File: config.mk
export PLATFORM = sky130hd
export DESIGN_NAME = axi_wr_router
export DESIGN_NICKNAME = d
export VERILOG_FILES = /design/src/rtl/axi_wr_router.sv
export SDC_FILE = /design/constraint.sdc
export NUM_CORES = 1
export LEC_CHECK = 0
export ABC_AREA = 1
export CORE_MARGIN = 10
export CORE_UTILIZATION = 29
export DETAILED_ROUTE_END_ITERATION = 6
export PLACE_DENSITY = 0.82
export SLEW_MARGIN = 20
export SYNTH_ARGS = -nofsm -noshare
export SYNTH_HDL_FRONTEND = slang
export SYNTH_SLANG_ARGS = --single-unit
File: constraint.sdc
create_clock -name clk_i -period 3.3 [get_ports clk_i]
set_clock_uncertainty 0.15 [all_clocks]
set_input_delay 0.825 -clock clk_i [delete_from_list [all_inputs] [get_ports clk_i]]
set_output_delay 0.825 -clock clk_i [all_outputs]
set_load 0.05 [all_outputs]
File: src/rtl/axi_wr_router.sv
// axi_wr_router: forwards the granted AW request and steers W beats and B responses in accepted-burst order
module axi_wr_router #(
    parameter int ADDR_W          = 32,
    parameter int DATA_W          = 32,
    parameter int MAX_OUTSTANDING = 4
) (
    input  logic                clk_i,
    input  logic                rst_i,
    input  logic                m0_wgrnt,
    input  logic                m1_wgrnt,
    input  logic [ADDR_W-1:0]   m0_AWADDR,
    input  logic [7:0]          m0_AWLEN,
    input  logic                m0_AWVALID,
    output logic                m0_AWREADY,
    input  logic [ADDR_W-1:0]   m1_AWADDR,
    input  logic [7:0]          m1_AWLEN,
    input  logic                m1_AWVALID,
    output logic                m1_AWREADY,
    input  logic [DATA_W-1:0]   m0_WDATA,
    input  logic [DATA_W/8-1:0] m0_WSTRB,
    input  logic                m0_WLAST,
    input  logic                m0_WVALID,
    output logic                m0_WREADY,
    input  logic [DATA_W-1:0]   m1_WDATA,
    input  logic [DATA_W/8-1:0] m1_WSTRB,
    input  logic                m1_WLAST,
    input  logic                m1_WVALID,
    output logic                m1_WREADY,
    output logic [1:0]          m0_BRESP,
    output logic                m0_BVALID,
    input  logic                m0_BREADY,
    output logic [1:0]          m1_BRESP,
    output logic                m1_BVALID,
    input  logic                m1_BREADY,
    output logic [ADDR_W-1:0]   s_AWADDR,
    output logic [7:0]          s_AWLEN,
    output logic                s_AWVALID,
    input  logic                s_AWREADY,
    output logic [DATA_W-1:0]   s_WDATA,
    output logic [DATA_W/8-1:0] s_WSTRB,
    output logic                s_WLAST,
    output logic                s_WVALID,
    input  logic                s_WREADY,
    input  logic [1:0]          s_BRESP,
    input  logic                s_BVALID,
    output logic                s_BREADY
);
    localparam int PW = $clog2(MAX_OUTSTANDING);
    localparam int CW = PW + 1;

    logic [MAX_OUTSTANDING-1:0] wq, bq;
    logic [PW-1:0] w_rd, w_wr, b_rd, b_wr;
    logic [CW-1:0] w_n, b_n, cnt;
    logic sel, aw_ok, aw_hs, w_ne, b_ne, h, b, w_last_hs, b_hs;

    // AW forwarding from the grant, W/B steering from the heads of the order FIFOs
    always_comb begin
        sel        = m1_wgrnt;
        aw_ok      = (m0_wgrnt ^ m1_wgrnt) && (cnt < CW'(MAX_OUTSTANDING));
        s_AWADDR   = sel ? m1_AWADDR : m0_AWADDR;
        s_AWLEN    = sel ? m1_AWLEN : m0_AWLEN;
        s_AWVALID  = aw_ok && (sel ? m1_AWVALID : m0_AWVALID);
        m0_AWREADY = aw_ok && !sel && s_AWREADY;
        m1_AWREADY = aw_ok && sel && s_AWREADY;
        aw_hs      = s_AWVALID && s_AWREADY;
        w_ne       = w_n != '0;
        h          = wq[w_rd];
        s_WDATA    = h ? m1_WDATA : m0_WDATA;
        s_WSTRB    = h ? m1_WSTRB : m0_WSTRB;
        s_WLAST    = h ? m1_WLAST : m0_WLAST;
        s_WVALID   = w_ne && (h ? m1_WVALID : m0_WVALID);
        m0_WREADY  = w_ne && !h && s_WREADY;
        m1_WREADY  = w_ne && h && s_WREADY;
        w_last_hs  = s_WVALID && s_WREADY && s_WLAST;
        b_ne       = b_n != '0;
        b          = bq[b_rd];
        m0_BVALID  = b_ne && !b && s_BVALID;
        m1_BVALID  = b_ne && b && s_BVALID;
        m0_BRESP   = (b_ne && !b) ? s_BRESP : 2'b00;
        m1_BRESP   = (b_ne && b) ? s_BRESP : 2'b00;
        s_BREADY   = b_ne && (b ? m1_BREADY : m0_BREADY);
        b_hs       = s_BVALID && s_BREADY;
    end

    // order FIFOs and outstanding counter; a WLAST moves the burst's master from W order to B order
    always_ff @(posedge clk_i) begin
        if (rst_i) begin
            wq   <= '0;
            bq   <= '0;
            w_rd <= '0;
            w_wr <= '0;
            b_rd <= '0;
            b_wr <= '0;
            w_n  <= '0;
            b_n  <= '0;
            cnt  <= '0;
        end else begin
            if (aw_hs) begin
                wq[w_wr] <= sel;
                w_wr     <= w_wr + 1'b1;
            end
            if (w_last_hs) begin
                bq[b_wr] <= h;
                b_wr     <= b_wr + 1'b1;
                w_rd     <= w_rd + 1'b1;
            end
            if (b_hs) b_rd <= b_rd + 1'b1;
            w_n <= w_n + CW'(aw_hs) - CW'(w_last_hs);
            b_n <= b_n + CW'(w_last_hs) - CW'(b_hs);
            cnt <= cnt + CW'(aw_hs) - CW'(b_hs);
        end
    end

    a_w_ovf: assert property (@(posedge clk_i) disable iff (rst_i)
        !(aw_hs && !w_last_hs && w_n == CW'(MAX_OUTSTANDING)));
    a_b_ovf: assert property (@(posedge clk_i) disable iff (rst_i)
        !(w_last_hs && !b_hs && b_n == CW'(MAX_OUTSTANDING)));
endmodule
==> metrics.yaml <==
track_usage: 0.195
drive_above_1_share: 0.246
holdBufCountCts: 0
finalPower_w: 0.00222
ant_nets: 0
avgRoutedWirePerCell_um: 17.5
antenna_found_initial: 0
slew_headroom: 0.727
ys_types: 27
placed_area_um2: 6090
hold_viol: 0
cts_tree: "built"
power_leakage_nw: 2.84
whs_ns: 0.316
crit_path_end_kind: "output pin"
fmax_mhz: 323
synth_nets: 571
synth_top_cell_by_area: "nand2_1"
fin_tns_setup_ns: 0
portBuffers: 258
r2r-start: "w_rd[0]$_SDFFE_PP0P_"
cp.required_ns: 2.32
peakVddDrop_mv: 0.187
ys_ff_latch: 25
ys_seq_area_frac: 0.203
ctsHtreeMaxLevel: 1
synth_cells: 385
chipWidth_um: 112
grt_pass1_wl_mm: 19.9
period_minus_slack_ns: 3.10
syn_to_final_growth_pct: 149
cts_made_buffers: 3
top_layer: "met4"
hold_start: "wq[3]$_SDFFE_PP0P_"
drc: 0
power_density_nw_per_um2: 362
initial_core_util: 0.299
insertion_delay_ns: 0.28
slew_viol_final: 0
maxCapViolCount: 0
synth_top_area_frac: 0.239
status: "finished, final reports clean"
critPathLaunchType: "register"
wl_met1_mm: 4.28
synth_warnings: 0
fin_nets: 830
cts-root-buf: "clkbuf_8"
coreArea_um2: 8260
cts_buffer_depth: 2
fin_crit_sh: 0.938
tightest_slew_ns: 0.409
path_clk_slew_ns: 0.10
hp-class: "reg2reg"
overflow: 0
via_per_inst: 4.51
drt_iter0_drc: 126
vias: 3374
synth.cell_area_um2: 2470
worst-endpoint-arrival_ns: 2.12
pin_count: 259
avgSynthCellArea_um2: 6.41
crit_path_max_fanout: 28
wirelength_mm: 13.1
grt_pass1_vias: 3582
grt_setup_unrepaired: "no"
num_rows: 33
grt_max_degree: 45
final_area_um2: 6150
hpwlAfterDp_mm: 11.8
drtPass1Iterations: 7
startpoint: "w_rd[0]$_SDFFE_PP0P_"
die_y_um: 112
dieArea_um2: 12600
synthTopCellsByArea: "nand2_1 24%, dfxtp_1 20%, mux2_2 16%"
gp_congestion: 0.801
critical_path_class: "reg2out"
cts.sinks: 25
antenna_cells: 0
wl_met3_mm: 1.10
setup_viol: 0
wl_met2_mm: 7.67
-- final timing paths --
path / to / slack (ns) / depth (start not counted)
min reg2reg: wq[3]$_SDFFE_PP0P_ / 0.32 / 2
min: wq[3]$_SDFFE_PP0P_ / 0.32 / 2
max reg2reg: w_n[2]$_SDFF_PP0_ / 0.52 / 15
max: s_WDATA[26] / 0.20 / 7
-- synthesized netlist by cell type, drive strengths merged --
master	count
xnor2	1
inv	45
nand2	161
nor2	35
dfxtp	25
nor3b	1
nor3	1
xor2	7
mux2	36
nor4	2
a21oi	10
ha	14
o21ai	6
clkbuf	10
fa	3
buf	7
nand4	5
nand3	16
-- sequential cells by signal, summed over array words and instances (netlist names) --
signal  count
bq          4
b_wr        2
w_rd        2
cnt         3
w_wr        2
b_n         3
wq          4
w_n         3
b_rd        2
-- per-layer routing --
layer / vias up / global-route usage
met5: - / 0
met4: 0 / 0.0110
met3: 6 / 0.0729
met2: 128 / 0.399
met1: 1535 / 0.185
li1: 1705 / -
-- report_power, final --
group	leakage, nW	internal (W)	switching [W]
combinational	2.62	0.000805	0.000845
sequential	0.203	0.000349	0.0000396
clock	0.0217	0.0000857	0.000101
total	2.84	0.00124	0.000985
-- repair_timing --
item	4_1_cts	5_1_grt
buffers inserted	0	1
gates resized for setup	0	2
endpoints found under the setup margin	0	33
-- logic make-up after synthesis --
family / count (synthesis) / share of synthesized area
AOI/OAI and AO/OA: 16 / 0.0325
xor gates and xnor gates: 8 / 0.0284
adders and majority gates: 17 / 0.0953
buffers and inverters: 62 / 0.102
DFF: 25 / 0.203
muxes: 36 / 0.164
and+or+nand+nor: 221 / 0.374
-- critical path, stage by stage (launching register included) --
cell and delay (ns):
dfxtp_1 0.43, inv_2 0.07, nand2_1 0.07, nand3_2 0.10, nand2_4 0.30, buf_4 0.31
mux2_2 0.39, buf_12 0.16
-- cell usage in the layout (no fill, tap or decap), types with 2 or more instances in the layout --
cell	instances
mux2_2	36
o21ai_1	4
clkdlybuf4s50_1	167
nand3_2	3
nor2_1	33
o21ai_0	2
dfxtp_1	25
nor4_2	2
nand2_2	2
nand2_4	2
clkbuf_8	3
nand2_1	157
inv_1	41
xor2_1	7
fa_1	3
nand3_1	13
buf_4	14
nand4_1	5
a21oi_1	10
ha_1	14
inv_2	3
buf_12	89
-- cell type report --
| cell class | count | area [um^2] |
|---|---|---|
| flip-flops and latches | 25 | 500 |
| clock buffers | 3 | 41.3 |
| multi-input cells | 298 | 1730 |
| clock inverters | 1 | 7.51 |
| repair buffers | 271 | 3570 |
| inverters | 45 | 171 |
| well taps | 105 | 131 |
| fillers | 593 | 2110 |
-- metrics by stage --
stage,std cells,worst slack [ns],utilization
2_1_floorplan,385,0.219,-
3_3_place_gp,743,-0.0418,0.738
3_5_place_dp,743,-0.203,0.738
4_1_cts,747,0.0225,0.743
5_1_grt,748,0.0250,0.745
6_report,748,0.203,0.745
No activity file was read; power rests on OpenSTA's default activity.
